===== src/rtl/per_operand_loader_pkg.sv =====
// Shared definitions for the bit-permutation operand path: word geometry,
// loader state encodings and frame-size helpers.
package per_defs;

  // Word and byte geometry shared with the permutation stage
  localparam int WORD_W      = 32;
  localparam int IN_W        = 8;
  localparam int WORD_BYTES  = WORD_W / IN_W;
  localparam int FRAME_BYTES = 2 * WORD_BYTES;
  localparam int CNT_W       = $clog2(FRAME_BYTES);

  // Popcount result width: holds 0..32 without wrapping
  localparam int ONES_W = 6;

  // Loader FSM states
  typedef enum logic [1:0] {
    LOAD_X = 2'd0,
    LOAD_Y = 2'd1,
    HOLD   = 2'd2
  } load_state_e;

  // Bytes per frame (X word followed by Y word) for an arbitrary geometry
  function automatic int frame_bytes(input int word_w, input int in_w);
    return 2 * (word_w / in_w);
  endfunction

endpackage


===== src/rtl/per_popcount32.sv =====
// Combinational set-bit counter for the Y control word.
module per_popcount32
  import per_defs::*;
#(
  parameter int W = per_defs::WORD_W
) (
  input  logic [W-1:0]      data_i,
  output logic [ONES_W-1:0] count_o
);

  // Ripple sum of every bit of the word
  always_comb begin
    count_o = '0;
    for (int i = 0; i < W; i++) begin
      count_o = count_o + ONES_W'(data_i[i]);
    end
  end

endmodule


===== src/rtl/per_operand_loader.sv =====
// Byte-stream loader for the permutation stage: assembles X then Y from a
// framed byte stream, flags framing errors, counts ones in Y and presents
// the pair with a valid/ready handshake.
module per_operand_loader
  import per_defs::*;
#(
  parameter int WORD_W    = per_defs::WORD_W,
  parameter int IN_W      = per_defs::IN_W,
  parameter bit MSB_FIRST = 1'b1
) (
  input  logic              clk,
  input  logic              rst,
  input  logic [IN_W-1:0]   in_data,
  input  logic              in_valid,
  input  logic              in_last,
  output logic              in_ready,
  output logic [WORD_W-1:0] x_out,
  output logic [WORD_W-1:0] y_out,
  output logic [ONES_W-1:0] ones_cnt,
  output logic              out_valid,
  input  logic              out_ready,
  output logic              frame_err
);

  localparam int N_WORD  = WORD_W / IN_W;
  localparam int N_FRAME = per_defs::frame_bytes(WORD_W, IN_W);
  localparam int BCNT_W  = $clog2(N_FRAME);

  localparam logic [BCNT_W-1:0] LAST_X_IDX = BCNT_W'(N_WORD - 1);
  localparam logic [BCNT_W-1:0] LAST_IDX   = BCNT_W'(N_FRAME - 1);
  localparam logic [BCNT_W-1:0] CNT_ONE    = BCNT_W'(1);

  load_state_e         state_q, state_d;
  logic [BCNT_W-1:0]   byte_cnt_q, byte_cnt_d;
  logic [WORD_W-1:0]   x_q, x_d;
  logic [WORD_W-1:0]   y_q, y_d;
  logic [ONES_W-1:0]   ones_q, ones_d;
  logic                out_valid_q, out_valid_d;
  logic                frame_err_q, frame_err_d;

  logic [WORD_W-1:0]   x_shift;
  logic [WORD_W-1:0]   y_shift;
  logic [ONES_W-1:0]   ones_next;
  logic                take;
  logic                final_byte;

  // Candidate register contents with the incoming byte shifted in
  always_comb begin
    if (MSB_FIRST) begin
      x_shift = {x_q[WORD_W-IN_W-1:0], in_data};
      y_shift = {y_q[WORD_W-IN_W-1:0], in_data};
    end else begin
      x_shift = {in_data, x_q[WORD_W-1:IN_W]};
      y_shift = {in_data, y_q[WORD_W-1:IN_W]};
    end
  end

  // Popcount of Y as it will look once the final byte lands, so the
  // count can be registered together with out_valid
  per_popcount32 #(
    .W (WORD_W)
  ) u_popcount (
    .data_i  (y_shift),
    .count_o (ones_next)
  );

  // Byte acceptance: never while held or while reset is asserted
  always_comb begin
    in_ready   = rst && (state_q != HOLD);
    take       = in_valid && in_ready;
    final_byte = (byte_cnt_q == LAST_IDX);
  end

  // Next-state logic: byte counting, framing checks and the output handshake
  always_comb begin
    state_d     = state_q;
    byte_cnt_d  = byte_cnt_q;
    x_d         = x_q;
    y_d         = y_q;
    ones_d      = ones_q;
    out_valid_d = out_valid_q;
    frame_err_d = 1'b0;

    case (state_q)
      LOAD_X: begin
        if (take) begin
          if (in_last) begin
            // Early end of frame: drop the partial frame and restart
            frame_err_d = 1'b1;
            byte_cnt_d  = '0;
            state_d     = LOAD_X;
          end else begin
            x_d        = x_shift;
            byte_cnt_d = byte_cnt_q + CNT_ONE;
            if (byte_cnt_q == LAST_X_IDX) begin
              state_d = LOAD_Y;
            end
          end
        end
      end

      LOAD_Y: begin
        if (take) begin
          if (final_byte) begin
            // Frame complete; a missing in_last is flagged but the pair is kept
            y_d         = y_shift;
            ones_d      = ones_next;
            out_valid_d = 1'b1;
            frame_err_d = !in_last;
            state_d     = HOLD;
          end else if (in_last) begin
            frame_err_d = 1'b1;
            byte_cnt_d  = '0;
            state_d     = LOAD_X;
          end else begin
            y_d        = y_shift;
            byte_cnt_d = byte_cnt_q + CNT_ONE;
          end
        end
      end

      HOLD: begin
        if (out_valid_q && out_ready) begin
          out_valid_d = 1'b0;
          byte_cnt_d  = '0;
          state_d     = LOAD_X;
        end
      end

      default: begin
        state_d     = LOAD_X;
        byte_cnt_d  = '0;
        out_valid_d = 1'b0;
      end
    endcase
  end

  // State and datapath registers, cleared asynchronously by reset
  always_ff @(posedge clk or negedge rst) begin
    if (!rst) begin
      state_q     <= LOAD_X;
      byte_cnt_q  <= '0;
      x_q         <= '0;
      y_q         <= '0;
      ones_q      <= '0;
      out_valid_q <= 1'b0;
      frame_err_q <= 1'b0;
    end else begin
      state_q     <= state_d;
      byte_cnt_q  <= byte_cnt_d;
      x_q         <= x_d;
      y_q         <= y_d;
      ones_q      <= ones_d;
      out_valid_q <= out_valid_d;
      frame_err_q <= frame_err_d;
    end
  end

  assign x_out     = x_q;
  assign y_out     = y_q;
  assign ones_cnt  = ones_q;
  assign out_valid = out_valid_q;
  assign frame_err = frame_err_q;

endmodule


===== config.mk =====
export PLATFORM = sky130hd
export DESIGN_NAME = per_operand_loader
export DESIGN_NICKNAME = d
export VERILOG_FILES = /design/src/rtl/per_operand_loader_pkg.sv /design/src/rtl/per_popcount32.sv /design/src/rtl/per_operand_loader.sv
export SDC_FILE = /design/constraint.sdc
export NUM_CORES = 1
export LEC_CHECK = 0
export ABC_AREA = 1
export CORE_MARGIN = 2
export CORE_UTILIZATION = 30
export CTS_CLUSTER_DIAMETER = 40
export CTS_CLUSTER_SIZE = 30
export DETAILED_ROUTE_END_ITERATION = 10
export GPL_TIMING_DRIVEN = 0
export PLACE_DENSITY = 0.53
export SLEW_MARGIN = 25
export SYNTH_ARGS = -nofsm -noshare
export SYNTH_HDL_FRONTEND = slang
export SYNTH_HIERARCHICAL = 1
export SYNTH_SLANG_ARGS = --single-unit

===== constraint.sdc =====
create_clock -name clk -period 5.3 [get_ports clk]
set_clock_uncertainty 0.2 [all_clocks]
set_input_delay 1.06 -clock clk [delete_from_list [all_inputs] [get_ports clk]]
set_output_delay 1.06 -clock clk [all_outputs]
set_load 0.005 [all_outputs]

## Yosys cells after proc, flatten, opt, wreduce, memory -nomap -nowiden

Cells that the tools add are included.

| storage, ports and cells | value |
|---|---|
| register bits | 77 |
| input port bits | 13 |
| word-level logic and storage cells | 90 |
| output and inout port bits | 73 |

| operators by class | value |
|---|---|
| equality and inequality tests | 13 |
| mux-type cells | 25 |
| add/sub/neg operators | 32 |
| reduce and logical (&&, ||, !) cells | 11 |
| bitwise gates (word level) | 2 |

Operator list:

| operator | number |
|---|---|
| adder 6 x 1 -> 6 bit | 30 |
| 2-to-1 mux 32 bit | 2 |
| 2-to-1 mux 3 bit | 5 |
| 2-to-1 mux 2 bit | 7 |
| != test 2 bit, second input constant | 6 |
| one-hot mux 3 bit (3 select lines) | 1 |
| AND reduction 3 bit | 3 |
| AND reduction 4 bit | 2 |
| 2-to-1 mux 1 bit | 7 |
| != test 3 bit, second input constant | 2 |
| one-hot mux 2 bit (3 select lines) | 1 |
| AND reduction 5 bit | 1 |
| adder 3 x 1 -> 3 bit, second input constant | 1 |
| == test 3 x 2 -> 1 bit, second input constant | 1 |
| == test 3 bit, second input constant | 1 |
| logical AND 1 bit | 3 |
| one-hot mux 1 bit (3 select lines) | 1 |
| adder 1 x 1 -> 2 bit | 1 |
| == test 2 x 1 -> 1 bit, second input constant | 1 |
| == test 2 bit, second input constant | 1 |
| logical NOT 2 bit | 1 |
| != test 2 x 1 -> 1 bit, second input constant | 1 |
| inverter 1 bit | 2 |
| one-hot mux 1 bit (2 select lines) | 1 |
| logical NOT 1 bit | 1 |

## Depth between registers and ports, before layout

Gate-level depths: netlist of the first run.

| logic depth | value |
|---|---|
| depth in word-level cells | 31 |
| gate-level depth with buffers | 20 |
| mapped depth without buffers | 20 |

## Modules after synthesis

Netlist of the first run, hierarchy kept.

Modules (own cells, without submodules):

| module | cells each | seq. area each (µm²) | area an instance (µm²) | instances |
|---|---|---|---|---|
| per_operand_loader | 349 | 1926.8 | 3181.8 | 1 |
| per_popcount32 | 112 | 0.0 | 897.1 | 1 |

## Worst setup path after synthesis of the first run

No wires, ideal clock.

| timing | value |
|---|---|
| path kind | input-to-reg |
| start point | input port in_data[3] |
| end point | register ones_q[4] (netlist: ones_cnt[4]) |
| required time | 4.984 ns |
| arrival | 4.996 ns |
| slack | -0.012 ns |
| buffers on the path | 0 |
| cell stages on the path | 17 |
| library setup time | 0.116 ns |
| path through | fa_1 inv_1 fa_1 fa_1 fa_1 fa_1 fa_1 inv_1 ha_1 inv_1 fa_1 inv_1 nand3_1 nand3_1 nand2_1 nand2_1 nand2_1 |

| between the ends | value |
|---|---|
| cells in the longest elaborated chain, start to end | 29 |

RTL lines:

| item | line | RTL |
|---|---|---|
| start: declaration | per_operand_loader.sv:13 | `input logic [IN_W-1:0] in_data,` |
| adder 6 x 1 -> 6 bit (29 in series) | per_popcount32.sv:15 | `count_o = count_o + ONES_W'(data_i[i]);` |
| via ones_next[4] | per_operand_loader.sv:43 | `logic [ONES_W-1:0] ones_next;` |
| end signal: assignment | per_operand_loader.sv:153 | `ones_q <= ones_d;` |
| end: declaration | per_operand_loader.sv:37 | `logic [ONES_W-1:0] ones_q, ones_d;` |

The timed path passes the listed nets, and every way through them passes these cells.
A chain may end at the register's enable or synchronous reset.

## Worst setup path after layout of the first run

| timing | value |
|---|---|
| start point | input port in_data[6] |
| end point | register ones_q[4] (netlist: ones_cnt[4]) |

| between the ends | value |
|---|---|
| cells in the longest elaborated chain, start to end | 26 |

RTL lines:

| item | line |
|---|---|
| adder 6 x 1 -> 6 bit (26 in series) | per_popcount32.sv:15 |
| via ones_next[4] | per_operand_loader.sv:43 |

The timed path passes the listed nets, and every way through them passes these cells.

==> run metrics, run 1 <==
Yosys top cell by area=dfrtp_1; cts-stage hold buffer count=0; drt drc=0; 1st-iter DRT viols=122; fill count=1329; Boundary Pins=86; synth warn=6; Area Growth Syn to Fin=36.0%; final setup fails=0; port bufs=85; Avg Cell Area, Syn=8.85 sq um; final worst-path cycle share=98.7%; H-tree levels=3; global-route usage over all layers=15.2%; Die X=121 um; most frequent standard cell in the layout excluding fill and tap cells=nand2_1; post-synthesis sequential area ratio=47.2%; Hold Path Class=flop to flop; Hold Violations, Final=0; Num CTS Buffers=9; relative slew slack=69.1%; Die H=121 um; top cells by area, synth=dfrtp_1 (47%), nand2_1 (12%), fa_1 (12%); final WL=10100 um; Layout Utilization=41.9%; Final GP Congestion=0.789; CP max FO=3; Worst-Margin Slew=463 ps; design area=5550 sq um; CTS tree=done; post-DP HPWL=7610 um; Arr. time, crit path=5310 ps; maximum VDD drop=0.156 mV; Leak=0.00286 uW; vias in the first global route=3312; Synth top area share=47.2%; core area=13200 sq um; CP Capture Type=flop; ANT cells=0; Synth Instances=461; WS Path Type=input pin to flop; # clock sinks=77; pin count of the biggest net entering global routing=51; commonest cells after routing, fill and taps aside=nand2_1 (131), clkdlybuf4s50_1 (78), dfrtp_1 (77); ANT nets after route=0; DP Area=5170 sq um; Via-to-Cell Ratio=4.34; critical path data required time=5380 ps; Overflow after GRT=0; crit path launch type=input pin; minimum clock period=5230 ps; routed len/inst=13.6 um; syn_nets=511; first-pass GRT wire length=17300 um; Slew Limit Fails=0; Initial Util=30.8%; Achievable Freq=191 MHz; Total Nets Final=609; DR pass1 iterations=4; clock tree buffer depth=2; clk slew on worst S/H paths=70 ps; RSZ-0062 raised after global routing=true; initial antenna violation count=0; cell area power density=250 nW/um^2; Netlist cell types=25; flops & latches, synth=77; DR vias=3214; MaxCap Viol Count=0; Root Driver=clkbuf_16; Row Count=42; layout cells sized above 1=9.57%; die area=14500 sq um; status=completed; clock latency on the worst-skew pair=330 ps; Syn Std Cell Area=4080 sq um
-- flip-flops by register name, indices dropped and copies added (netlist names) --
register    cells
frame_err       1
state_q         2
byte_cnt_q      3
x_out          32
y_out          32
out_valid       1
ones_cnt        6
-- per-stage QoR --
stage,setup TNS (ps),hold WS [ps],power [uW],setup slack [ps],instances
3_5_place_dp,-3390,270,705,-793,723
2_1_floorplan,0,257,659,10.3,461
3_3_place_gp,-35290,266,701,-980,722
5_1_grt,-103,301,1450,-103,740
4_1_cts,0,288,1410,10.3,740
6_report,0,277,1390,71.3,740
-- worst max-delay path: stages --
cell	delay, ps
buf_8	100
fa_1	550
inv_2	40
fa_1	460
fa_1	570
fa_1	460
fa_1	550
fa_1	440
inv_2	90
ha_4	130
inv_2	40
fa_2	400
inv_2	70
nand2_1	50
nand2_1	70
nand3_1	60
nand2_1	60
nand2_1	50
nand2_1	70
-- routing by layer --
metal  track usage [%]  wire, um  vias up
met5                 0         0        -
met4              3.71        97        0
met3              3.58       550        7
met2              23.8      4720       96
met1              21.2      4700     1511
li1                  -         -     1600
-- cells by family after synthesis --
kind of cell / after synthesis / synth area share (%)
simple gates: 174 / 17.7
flops: 77 / 47.2
compound gates: 73 / 8.96
fa+ha+maj: 37 / 15.8
xor+xnor: 1 / 0.215
buf+inv: 99 / 10.1
-- where the power goes --
part / switching, uW / internal [uW] / leakage, uW
Combinational: 68.4 / 48.4 / 0.00171
Sequential: 0 / 588 / 0.000993
Clock: 262 / 421 / 0.000159
Total: 330 / 1060 / 0.00286
-- synthesized netlist by cell type (all sizes together) --
cell and instances:
inv 84, ha 13, nand2 134, buf 9
o21ai 53, dfrtp 77, xnor2 1, a21oi 20
nor2 26, nor3 1, clkbuf 6, fa 24
nand3 13
-- path summary, 6_finish.rpt --
kind                        startpoint          end  slack, ps  depth (start not counted)
max                         in_data[6]  ones_cnt[4]         70                         19
min                        ones_cnt[4]  ones_cnt[4]        280                          2
max reg2reg                  y_out[12]  ones_cnt[4]        370                         20
min reg2reg                ones_cnt[4]  ones_cnt[4]        280                          2
max in group asynchronous          rst  ones_cnt[2]       3850                          2
min in group asynchronous          rst    y_out[29]        460                          1
-- final cells by class --
class	instances	area, sq um	area share (%)
plain buffers	15	95.1	1.71
clock buffers	9	225	4.06
clock inverters	7	105	1.90
inverters	84	318	5.73
multi-input cells	285	1770	31.9
flip-flops and latches	77	1930	34.7
well taps	176	220	3.97
repair buffers	87	888	16.0
-- timing repair --
action | 4_1_cts | 5_1_grt
buffers inserted | 1 | 0
pin swaps | 8 | 13
setup endpoints to repair | 5 | 5
gates cloned | 0 | 0
gates resized for setup | 16 | 15
Note: power is estimated with default switching activity, not from simulation.
==> run 2, diff against run 1 <==
Settings changed: CORE_MARGIN 2 to default, CORE_UTILIZATION 30 to 51, PLACE_DENSITY 0.53 to 0.81.
==> run metrics, run 2 (same netlist as run 1, synthesis figures left out) <==
Slew Limit Fails=0 (unchanged); initial antenna violation count=1 (+1); Hold Path Class=flop to flop; critical path data required time=5390 ps (about the same); relative slew slack=71.5% (+2.4 points); CP max stage cell=fa_1; CTS tree=done; Hold Path Origin=y_out[30]; final worst-path cycle share=98.5% (-0.18 points); crit-path cells=buf_8 -> fa_1 -> inv_2 -> fa_1 -> fa_1 -> fa_1 -> fa_1 -> fa_1 -> inv_2 -> ha_4 -> inv_2 -> fa_2 -> inv_2 -> nand2_1 -> nand2_1 -> nand3_1 -> nand2_1 -> nand2_1 -> nand2_1; crit path launch type=input pin; Int Power=823 uW (-22%); layout cells sized above 1=9.36% (-0.21 points); final hold slack=291 ps (+14.7 ps); CP Capture Type=flop; status=completed; clk slew on worst S/H paths=90 ps (+20 ps); sw power=293 uW (-11%); drt drc=0 (unchanged); Layout Cells excl Fill=669 (-9.6%); global-route usage over all layers=23.8% (+8.7 points); Achievable Freq=192 MHz (+0.18%); clock tree buffer depth=2 (unchanged); vias in the first global route=3264 (-1.4%); dpl cells=649 (-10%); routed len/inst=13.7 um (+1.1%); Row Count=32 (-24%); final WL=9200 um (-8.6%); 1st-iter DRT viols=117 (-4.1%); Arr. time, crit path=5310 ps (about the same); cts-stage hold buffer count=0 (unchanged); Hold Violations, Final=0 (unchanged); maximum VDD drop=0.207 mV (+33%); first-pass GRT wire length=15600 um (-9.7%); post-DP HPWL=6970 um (-8.4%); Boundary Pins=86 (unchanged); Worst-Margin Slew=424 ps (-39.6 ps); core area=7730 sq um (-42%); Worst R2R Path Depth=20 (unchanged); DR pass1 iterations=4 (unchanged); combinational share of power=10.7% (+2.3 points); hold depth=2 (unchanged); ANT nets after route=0 (unchanged); most frequent standard cell in the layout excluding fill and tap cells=nand2_1; design area=5310 sq um (-4.2%); Root Driver=clkbuf_8; CP max FO=3 (unchanged); final worst slack=80.7 ps (+9.43 ps); Clk pwr share=36.7% (-13 points); DP Area=5080 sq um (-1.8%); Num CTS Buffers=9 (unchanged); MaxCap Viol Count=0 (unchanged); Die X=91.4 um (-24%); Net Sw Frac=26.3% (+2.5 points); Die H=91.4 um (-24%); H-tree levels=3 (unchanged); die area=8360 sq um (-43%); RR Startpoint=y_out[12]; Overflow after GRT=0 (unchanged); Initial Util=52.8% (+22 points); cell area power density=210 nW/um^2 (-16%); cell mode on critical path=fa_1; CP startpoint=in_data[6]; Via-to-Cell Ratio=4.91 (+13%); Post-Place Worst Slack=-763 ps (+30.5 ps); Max stage delay on crit path=570 ps (about the same); commonest cells after routing, fill and taps aside=nand2_1 (131), clkdlybuf4s50_1 (78), inv_1 (77), dfrtp_1 (77), o21ai_0 (46); Area Growth Syn to Fin=30.3%; WS Path Type=input pin to flop; # clock sinks=77 (unchanged); DR vias=3282 (+2.1%); minimum clock period=5220 ps (-9.43 ps); final setup fails=0 (unchanged); Final GP Congestion=0.821 (+4.1%); Leak=0.00280 uW (-1.9%); Flop pwr share=52.6% (+10 points); Total Nets Final=611 (+0.33%); clock latency on the worst-skew pair=340 ps (about the same); port bufs=85 (unchanged); RSZ-0062 raised after global routing=true; pin count of the biggest net entering global routing=54 (+5.9%)
[run 2: worst max-delay path, delay by kind of cell]
kind	cells	cell delay [ps]
adder cells (fa/ha/maj)	8	3520
buffers and inverters	5	340
AND/OR/NAND/NOR	6	380
[run 2: through the flow]
step / setup TNS [ps] / total power, uW / utilization, %
final: 0 / 1120 / 68.8
after global routing: -83.5 / 1170 / 68.8
after CTS: 0 / 1120 / 68.3
after detailed placement: -3190 / 705 / 65.8
after global placement: -21090 / 698 / 65.4
after floorplan: 0 / 659 / -
[run 2: power groups by stage]
stage                     logic [uW]  registers [uW]  clock network, uW
after floorplan                 60.6             599                  0
after global placement          99.0             599                  0
after detailed placement         106             599                  0
after CTS                        115             587                420
after global routing             135             587                445
final                            120             587                409
[run 2: metal layers]
metal	global-route usage [%]	share of wire (%)	up-vias
met5	0	0	-
met4	7.94	1.9	0
met3	4.61	5.1	16
met2	39.3	49	94
met1	31.6	43	1567
li1	-	-	1605
[run 2: layout make-up]
type                            instances  area, sq um
Antenna cell                            1         2.50
Fill cell                             607         2410
Sequential cell                        77         1930
Clock inverter                          6         46.3
Timing Repair Buffer                   89          901
Multi-Input combinational cell        285         1760
Tap cell                              102          128
Clock buffer                           10          138
Inverter                               84          318
Buffer                                 15         95.1
[run 2: final timing paths]
kind,end,slack (ps)
worst min register to register,y_out[30],290
worst max-delay path,ones_cnt[4],80
max in group asynchronous,y_out[4],3890
min in group asynchronous,byte_cnt_q[1],430
worst min-delay path,y_out[30],290
worst max register to register,ones_cnt[4],340
[run 2: timing repair]
action,in CTS,in global routing
pin swaps,8,14
resized for setup,14,12
buffers inserted,2,1
endpoints found under the setup margin,5,5
==> run 3, diff against run 2 <==
Settings changed: CORE_UTILIZATION 51 to 60, DONT_BUFFER_PORTS from default to 1, PLACE_DENSITY 0.81 to 0.77.
==> run metrics, run 3 (same netlist as run 1, synthesis figures left out) <==
final hold slack=195 ps (-96.8 ps); Total Nets Final=522 (-15%); pin count of the biggest net entering global routing=80 (+48%); Overflow after GRT=0 (unchanged); cell area power density=249 nW/um^2 (+18%); most frequent standard cell in the layout excluding fill and tap cells=nand2_1; crit path launch type=input pin; layout cells sized above 1=8.39% (-0.98 points); maximum VDD drop=0.226 mV (+9.3%); WS Path Type=input pin to flop; Slew Limit Fails=0 (unchanged); DR vias=2925 (-11%); Arr. time, crit path=5140 ps (-170 ps); Via-to-Cell Ratio=5.28 (+7.6%); RSZ-0062 raised after global routing=false; Boundary Pins=86 (unchanged); final setup fails=0 (unchanged); Leak=0.00245 uW (-13%); Initial Util=63.2% (+10 points); 1st-iter DRT viols=144 (+23%); setup bufs post-CTS=0 (-2); final WL=8650 um (-6.0%); die area=7130 sq um (-15%); Area Growth Syn to Fin=7.06%; CP max FO=3 (unchanged); post-DP HPWL=6450 um (-7.5%); commonest cells after routing, fill and taps aside=nand2_1 (131), inv_1 (81), dfrtp_1 (77); H-tree levels=3 (unchanged); port bufs=0 (-100%); power consumption=1090 uW (-2.6%); CTS tree=done; final worst-path cycle share=96.2% (-2.3 points); CP Capture Type=flop; initial antenna violation count=0 (-1); global-route usage over all layers=27.3% (+3.5 points); drt drc=6 (+6); Hold Violations, Final=0 (unchanged); first-pass GRT wire length=14900 um (-4.5%); relative slew slack=71.7% (+0.12 points); ANT cells=0 (-1); violated checks=DRC; clock latency on the worst-skew pair=350 ps (about the same); Num CTS Buffers=9 (unchanged); DR pass1 iterations=7 (+3); Die X=84.5 um (-7.6%); minimum clock period=5100 ps (-121 ps); Achievable Freq=196 MHz (+2.4%); MaxCap Viol Count=0 (unchanged); Setup TNS=0 ps (unchanged); Die H=84.5 um (-7.6%); Worst-Margin Slew=425 ps (+1.41 ps); clk slew on worst S/H paths=90 ps (about the same); # clock sinks=77 (unchanged); Hold Path Class=input pin to asynchronous set/reset pin; Row Count=29 (-9.4%); Root Driver=clkbuf_8; routed len/inst=15.6 um (+14%); Final GP Congestion=0.830 (+1.1%); status=complete, but fails checks; core area=6460 sq um (-16%); clock tree buffer depth=2 (unchanged); vias in the first global route=3145 (-3.6%); ANT nets after route=0 (unchanged); critical path data required time=5340 ps (-50 ps)
[run 3: report_power, final]
part,switching [uW],internal [uW],leakage (uW)
Combinational,47.4,33.0,0.00136
Sequential,0,587,0.000993
Clock,238,181,0.0000980
[run 3: final timing paths]
| check | start | endpoint | slack, ps | depth (start not counted) |
|---|---|---|---|---|
| worst max register to register | y_out[12] | ones_cnt[4] | 300 | 19 |
| min in group clk | y_out[29] | y_out[29] | 310 | 2 |
| worst max-delay path | in_data[3] | ones_cnt[4] | 200 | 17 |
| max in group asynchronous | rst | ones_cnt[5] | 4570 | 0 |
| worst min-delay path | rst | byte_cnt_q[1] | 190 | 0 |
| worst min register to register | y_out[29] | y_out[29] | 310 | 2 |
[run 3: layout make-up]
cell class | instances | area (sq um)
fill | 522 | 2090
tap | 77 | 96.3
multi-input combinational | 285 | 1740
clock buffer | 9 | 124
clock inverter | 7 | 62.6
buffer | 15 | 95.1
sequential | 77 | 1930
inverter | 84 | 318
[run 3: what timing repair did]
| action | in CTS | in global routing |
|---|---|---|
| hold buffers | 0 | 0 |
| setup endpoints to repair | 0 | 1 |
| hold endpoints to repair | 0 | 0 |
| gates resized for setup | 0 | 2 |
[run 3: worst max-delay path, cell delays in order]
cell,delay (ps)
fa_1,530
inv_1,50
fa_1,500
fa_1,440
fa_1,520
fa_1,560
fa_1,410
inv_1,80
ha_2,190
inv_1,50
fa_2,350
inv_1,80
nand3_1,70
nand3_1,100
nand2_1,50
nand2_1,60
nand2_1,50
[run 3: per-stage QoR]
stage               instance area [sq um]  instances  setup slack, ps  util [%]
floorplan                            4080        461             10.3         -
global placement                     4180        538             -193      64.6
detailed placement                   4180        538             -226      64.6
CTS                                  4360        554              130      67.5
global route                         4370        554             18.3      67.6
finish                               4370        554              202      67.6
[run 3: layer usage]
metal  share of wire [%]  GRT usage (%)
met3                 8.7           8.75
met4                 1.3           9.71
met2                  49           46.0
met1                  41           33.5
met5                   0              0
